`src/rtl/nv_nvdla_rubik_pp_pkg.sv`:
```
// Shared definitions for the RUBIK ping-pong layer sequencer.
// Holds the group status encoding, status width, group count and group index type.
package nv_nvdla_rubik_pp_pkg;

   localparam int unsigned GRP_NUM = 2;
   localparam int unsigned ST_W    = 2;

   // Status encoding seen by software through status_0/status_1; 2'd3 is never produced.
   localparam logic [ST_W-1:0] RBK_ST_IDLE = 2'd0;
   localparam logic [ST_W-1:0] RBK_ST_PEND = 2'd1;
   localparam logic [ST_W-1:0] RBK_ST_RUN  = 2'd2;

   // One bit selects between the two register groups.
   typedef logic grp_idx_t;

   // Per-group FSM state, encoded identically to the readback status.
   typedef enum logic [ST_W-1:0] {
      GRP_IDLE = RBK_ST_IDLE,
      GRP_PEND = RBK_ST_PEND,
      GRP_RUN  = RBK_ST_RUN
   } grp_st_e;

endpackage

```
`src/rtl/nv_nvdla_rubik_grp_fsm.sv`:
```
// Status tracker for one RUBIK register group (IDLE -> PENDING -> RUNNING -> IDLE).
// Ports:
//   nvdla_core_clk, nvdla_core_rstn : clock, async active-low reset
//   set    : op_en write targeting this group this cycle
//   launch : top-level grant to start this group this cycle
//   done   : datapath finished this group's layer this cycle
//   status : registered group status (readback encoding)
//   err_c  : combinational, high when this cycle's set is rejected
module nv_nvdla_rubik_grp_fsm
   import nv_nvdla_rubik_pp_pkg::*;
(
   input  logic            nvdla_core_clk,
   input  logic            nvdla_core_rstn,
   input  logic            set,
   input  logic            launch,
   input  logic            done,
   output logic [ST_W-1:0] status,
   output logic            err_c
);

   grp_st_e state_q;
   grp_st_e state_d;

   // State register.
   always_ff @(posedge nvdla_core_clk or negedge nvdla_core_rstn) begin
      if (!nvdla_core_rstn) begin
         state_q <= GRP_IDLE;
      end else begin
         state_q <= state_d;
      end
   end

   // Next-state and write-rejection logic. A done is applied before a set in the
   // same cycle, so a re-arm of the finishing group lands in PENDING without error.
   always_comb begin
      state_d = state_q;
      err_c   = 1'b0;
      case (state_q)
         GRP_IDLE: begin
            // launch may accompany set: the group skips visible PENDING.
            if (set) state_d = launch ? GRP_RUN : GRP_PEND;
         end
         GRP_PEND: begin
            if (launch) state_d = GRP_RUN;
            err_c = set;
         end
         GRP_RUN: begin
            if (done) state_d = set ? GRP_PEND : GRP_IDLE;
            else      err_c   = set;
         end
         default: state_d = GRP_IDLE;
      endcase
   end

   assign status = state_q;

endmodule

```
`src/rtl/nv_nvdla_rubik_pingpong_ctrl.sv`:
```
// RUBIK ping-pong layer sequencer: tracks which of the two register groups is
// idle, pending or running, picks the next layer to launch, and produces the
// datapath enable, layer-start, op_en clear, done interrupt and op_en error pulses.
// Ports:
//   nvdla_core_clk, nvdla_core_rstn : clock, async active-low reset
//   producer            : software group pointer, only used for the ordering check
//   op_en_wr, op_en_grp : op_en=1 write pulse and its target group
//   dp_done             : datapath finished the running layer
//   consumer            : group executed next or now
//   status_0, status_1  : per-group status readback
//   dp_op_en, dp_grp    : datapath enable level and running group index
//   layer_start         : pulse on each launch
//   op_en_clr, done_intr: one-hot pulses for the finished group
//   op_en_err           : pulse on an illegal or out-of-order op_en write
module nv_nvdla_rubik_pingpong_ctrl
   import nv_nvdla_rubik_pp_pkg::*;
(
   input  logic               nvdla_core_clk,
   input  logic               nvdla_core_rstn,
   input  logic               producer,
   input  logic               op_en_wr,
   input  logic               op_en_grp,
   input  logic               dp_done,
   output logic               consumer,
   output logic [ST_W-1:0]    status_0,
   output logic [ST_W-1:0]    status_1,
   output logic               dp_op_en,
   output logic               dp_grp,
   output logic               layer_start,
   output logic [GRP_NUM-1:0] op_en_clr,
   output logic [GRP_NUM-1:0] done_intr,
   output logic               op_en_err
);

   logic [ST_W-1:0]    st [GRP_NUM];
   logic [GRP_NUM-1:0] set;
   logic [GRP_NUM-1:0] launch;
   logic [GRP_NUM-1:0] done;
   logic [GRP_NUM-1:0] err_c;
   logic [GRP_NUM-1:0] running;
   logic [GRP_NUM-1:0] pending;
   logic [GRP_NUM-1:0] idle;

   for (genvar g = 0; g < GRP_NUM; g++) begin : g_grp
      assign running[g] = (st[g] == RBK_ST_RUN);
      assign pending[g] = (st[g] == RBK_ST_PEND);
      assign idle[g]    = (st[g] == RBK_ST_IDLE);

      assign set[g]  = op_en_wr & (op_en_grp == grp_idx_t'(g));
      assign done[g] = dp_done & running[g];

      // Launch looks only at registered state: a finishing layer toggles consumer
      // first, so the other group starts one cycle later (the dp_op_en bubble).
      assign launch[g] = (pending[g] | (idle[g] & set[g]))
                       & (consumer == grp_idx_t'(g))
                       & ~running[GRP_NUM-1-g];

      nv_nvdla_rubik_grp_fsm u_grp_fsm (
         .nvdla_core_clk  (nvdla_core_clk),
         .nvdla_core_rstn (nvdla_core_rstn),
         .set             (set[g]),
         .launch          (launch[g]),
         .done            (done[g]),
         .status          (st[g]),
         .err_c           (err_c[g])
      );
   end

   // Consumer pointer and registered output pulses.
   always_ff @(posedge nvdla_core_clk or negedge nvdla_core_rstn) begin
      if (!nvdla_core_rstn) begin
         consumer    <= 1'b0;
         dp_op_en    <= 1'b0;
         layer_start <= 1'b0;
         op_en_clr   <= '0;
         done_intr   <= '0;
         op_en_err   <= 1'b0;
      end else begin
         if (|done) consumer <= ~consumer;
         dp_op_en    <= (|launch) | ((|running) & ~dp_done);
         layer_start <= |launch;
         op_en_clr   <= done;
         done_intr   <= done;
         op_en_err   <= (|err_c) | (op_en_wr & (op_en_grp != producer));
      end
   end

   assign dp_grp   = consumer;
   assign status_0 = st[0];
   assign status_1 = st[1];

endmodule

```
`config.mk`:
```
export PLATFORM = sky130hd
export DESIGN_NAME = nv_nvdla_rubik_pingpong_ctrl
export DESIGN_NICKNAME = d
export VERILOG_FILES = /design/src/rtl/nv_nvdla_rubik_pp_pkg.sv /design/src/rtl/nv_nvdla_rubik_grp_fsm.sv /design/src/rtl/nv_nvdla_rubik_pingpong_ctrl.sv
export SDC_FILE = /design/constraint.sdc
export NUM_CORES = 1
export LEC_CHECK = 0
export ABC_AREA = 0
export CAP_MARGIN = 20
export CORE_UTILIZATION = 49
export DETAILED_ROUTE_END_ITERATION = 7
export HOLD_SLACK_MARGIN = 0.08
export PLACE_DENSITY = 0.81
export SYNTH_ARGS = -nofsm -noshare
export SYNTH_HDL_FRONTEND = slang
export SYNTH_SLANG_ARGS = --single-unit
```
`constraint.sdc`:
```
create_clock -name nvdla_core_clk -period 2.41 [get_ports nvdla_core_clk]
set_input_delay 0.482 -clock nvdla_core_clk [delete_from_list [all_inputs] [get_ports nvdla_core_clk]]
set_output_delay 0.482 -clock nvdla_core_clk [all_outputs]
set_load 0.01 [all_outputs]
```
==> results.tsv <==
stage	metric	value	unit
run_status	status	finished, final reports clean	
floorplan	initial core utilization	52.9	%
grt	first-pass GRT wire length	2.13	mm
clock_tree	Post-CTS Setup Inserts	0	
clock_tree	# H-tree levels	1	
placement	Cells after DPL	98	
floorplan	die height	39.7	um
clock_tree	total CTS buffers	3	
worst_setup_path	FF-to-FF End	g_grp[0].u_grp_fsm.status[1]$_DFFE_PN0P_	
power_and_ir_drop	Comb pwr share	63.6	%
sta	Slew @ Worst Pin	0.443	ns
power_and_ir_drop	Seq pwr share	27.0	%
synthesis	Avg Cell Area, Syn	10.2	sq um
placement	gp weighted congestion	0.805	
worst_setup_path	delay-heaviest family, CP	buffers and inverters	
sta	Slew Viols, Final	0	
clock_tree	root buffer cell	clkbuf_4	
job	maxcap violations	0	
route	1st-iter DRT viols	4	
worst_hold_path	Tightest Hold Check Type	in -> async	
worst_setup_path	worst stage delay on the critical path	0.60	ns
worst_setup_path	CP startpoint	consumer$_DFFE_PN0P_	
sta	final setup violation count	0	
synthesis	sequential area share after synthesis	35.9	%
sta	clk_skew	0.00172	ns
route	routed length per placed instance	12.1	um
finish	Register Area	250	sq um
placement	IO buf count	18	
worst_setup_path	Worst path slowest cell	clkdlybuf4s50_1	
sta	WHS	0.525	ns
route	WL met1	550	um
finish	layout cells sized above 1	10.5	%
synthesis	Post-Syn Nets	82	
route	DR vias	557	
worst_setup_path	critical path peak fanout	7	
sta	RSZ-0062 raised after global routing	false	
worst_setup_path	reg-to-reg critical path startpoint	g_grp[1].u_grp_fsm.status[0]$_DFFE_PN0P_	
worst_setup_path	worst path arrival time	1.37	ns
clock_tree	post_cts resized	0	
synthesis	FF+latch count, synth	10	
power_and_ir_drop	Worst VDD drop	0.710	mV
clock_tree	CTS clk-pin slew, worst paths	0.06	ns
route	wire length on met2	556	um
power_and_ir_drop	Clock power frac	9.4	%
clock_tree	Clk Latency, worst-skew pair	0.27	ns
synthesis	synth unique cells	32	
grt	gr ovfl total	0	
floorplan	# rows	13	
sta	fmax	539	MHz
route	met3 wire length	83	um
power_and_ir_drop	Internal	0.704	mW
sta	final hold viol count	0	
route	Vias/cell	5.51	
synthesis	Cells after Synth	68	
clock_tree	CTS tree	done	
finish	area delta synth->final	28.5	%
finish	area of the multi-input gates	402	sq um
route	final antenna-violating net count	0	
worst_setup_path	R2R cell count	6	
sta	fin crit period	1.85	ns
route	drt drc	0	
route	max layer used	met4	
sta	crit share post-route	77.0	%
worst_setup_path	Crit path buffers/inverters	1	
grt	gr usage total	21.1	%
worst_setup_path	Setup CP Type	reg -> out	
worst_setup_path	r2r setup slk	0.71	ns
grt	largest net degree at the start of global routing	11	
power_and_ir_drop	sw power	0.489	mW
sta	Slew HR	70.4	%
route	drt first pass iters	4	
clock_tree	Post-CTS Hold Fix Bufs	0	
clock_tree	TritonCTS Sinks	10	
finish	diode count	0	
worst_setup_path	crit path cell chain	clkdlybuf4s50_1	
placement	Placement Cell Area	873	sq um
finish	Non-Filler Instances	101	
placement	DP Wirelength	959	um
synthesis	Ys Warns	0	
floorplan	Core Box Area	1320	sq um
finish	# fillers	110	
power_and_ir_drop	Switching Share	41.0	%
worst_setup_path	Worst setup EP type	output port	
floorplan	die footprint	1580	sq um
finish	Final Cell Area	896	sq um
grt	vias in the first global route	508	
clock_tree	CTS max path bufs	2	
grt	initial antenna violation count	0	
sta	Sum Neg Setup Slack	0	ns
worst_setup_path	Worst Path Required	1.93	ns
worst_setup_path	Worst setup SP type	register	
power_and_ir_drop	total chip power	1.19	mW
finish	fin nets	102	
floorplan	Die W	39.7	um
synthesis	synthesized cell area	697	sq um
power_and_ir_drop	pwr dens	1330	nW/um^2
power_and_ir_drop	Pleak	0.385	nW
floorplan	# IOs	19	
route	drt total wl	1.22	mm
==> cell families (layout without fill, tap and decap cells) <==
logic type,count (synthesis),after routing,synth area share [%]
AND/OR/NAND/NOR,22,22,19.9
AO/OA/AOI/OAI,16,16,19.0
flip-flops,10,10,35.9
buffers and inverters,9,27,6.46
adder cells (fa/ha/maj),8,8,14.4
multiplexers,2,2,3.05
XOR/XNOR,1,1,1.26
==> flip-flops by register name, indices dropped and copies added, names as in the netlist <==
| register | cells |
|---|---|
| layer_start | 1 |
| done_intr | 2 |
| op_en_err | 1 |
| consumer | 1 |
| g_grp.u_grp_fsm.status | 4 |
| dp_op_en | 1 |
==> through the flow <==
| stage | util, % | worst slack [ns] |
|---|---|---|
| 6_report | 68.0 | 0.555 |
| 5_1_grt | 68.0 | 0.475 |
| 4_1_cts | 68.0 | 0.555 |
| 3_5_place_dp | 66.3 | 0.469 |
| 3_3_place_gp | 66.3 | 0.493 |
| 2_1_floorplan | - | 0.794 |
==> layer usage <==
metal  GRT usage, %  up-vias
met5              0        -
li1               -      280
met4           17.2        0
met1           25.3      250
met3           5.68        5
met2           30.7       22
==> cell usage in the layout, fill, tap and decap left out <==
cell / netlist / final
nand2_1: 1 / 1
mux2i_1: 1 / 1
o311a_1: 1 / 1
nor3_1: 1 / 1
clkdlybuf4s50_1: 0 / 18
o21ai_1: 1 / 1
nor2b_4: 1 / 1
o32ai_2: 1 / 1
a21oi_1: 4 / 4
nor2b_1: 2 / 2
a221oi_4: 1 / 1
dfrtp_1: 10 / 10
o21ai_0: 2 / 2
nand3_1: 2 / 2
o21a_1: 1 / 1
nand4b_1: 1 / 1
inv_1: 6 / 6
and2_1: 2 / 2
mux2_2: 1 / 1
nand3b_1: 2 / 2
nor2_2: 1 / 1
a31oi_1: 1 / 1
nor2_1: 6 / 6
a311oi_1: 1 / 1
ha_1: 8 / 8
o21bai_1: 1 / 1
nand2b_4: 1 / 1
a41oi_1: 1 / 1
nor4b_1: 1 / 1
o22ai_1: 1 / 1
clkbuf_4: 0 / 3
nor4_1: 1 / 1
xnor2_1: 1 / 1
==> synth_stat cells <==
| master | number | area (sq um) |
|---|---|---|
| o311a_1 | 1 | 10.0 |
| nand4b_1 | 1 | 8.76 |
| mux2_2 | 1 | 11.3 |
| nand2b_4 | 1 | 13.8 |
| nand3_1 | 2 | 10.0 |
| nor2b_1 | 2 | 12.5 |
| a221oi_4 | 1 | 26.3 |
| and2_1 | 2 | 12.5 |
| o21ai_0 | 2 | 10.0 |
| dfrtp_1 | 10 | 250 |
| o32ai_2 | 1 | 16.3 |
| a31oi_1 | 1 | 6.26 |
| nand2_1 | 1 | 3.75 |
| a21oi_1 | 4 | 20.0 |
| a41oi_1 | 1 | 8.76 |
| o21bai_1 | 1 | 7.51 |
| nor3_1 | 1 | 5.00 |
| nand3b_1 | 2 | 15.0 |
| nor2b_4 | 1 | 13.8 |
| ha_1 | 8 | 100 |
| a311oi_1 | 1 | 8.76 |
| nor4_1 | 1 | 6.26 |
| nor2_2 | 1 | 6.26 |
| inv_1 | 6 | 22.5 |
| buf_4 | 3 | 22.5 |
| o22ai_1 | 1 | 6.26 |
| o21ai_1 | 1 | 5.00 |
| xnor2_1 | 1 | 8.76 |
| o21a_1 | 1 | 7.51 |
| nor2_1 | 6 | 22.5 |
| mux2i_1 | 1 | 10.0 |
| nor4b_1 | 1 | 8.76 |
==> final cells by class <==
type                            instances  share of cell area (%)
Clock buffer                            3                    2.51
Inverter                                6                    2.51
Multi-Input combinational cell         49                    44.8
Sequential cell                        10                    27.9
Tap cell                               15                    2.09
Timing Repair Buffer                   18                    20.1
==> how the worst max path moves through the flow <==
stage / endpoint / slack [ns] / cells after the start
5_1_grt: consumer / 0.47 / 1
3_3_place_gp: g_grp[0].u_grp_fsm.status[1]$_DFFE_PN0P_ / 0.49 / 5
4_1_cts: consumer / 0.56 / 1
6_report: consumer / 0.56 / 1
2_1_floorplan: g_grp[0].u_grp_fsm.status[1]$_DFFE_PN0P_ / 0.79 / 6
3_5_place_dp: g_grp[0].u_grp_fsm.status[1]$_DFFE_PN0P_ / 0.47 / 5
==> power groups by stage <==
stage	Sequential (mW)	Clock, mW	Combinational (mW)
after floorplan	0.347	0	0.495
after global placement	0.320	0	0.750
after detailed placement	0.323	0	0.761
after CTS	0.320	0.116	0.764
after global routing	0.338	0.129	0.849
final	0.322	0.113	0.758
Note: power is estimated with default switching activity, not from simulation.
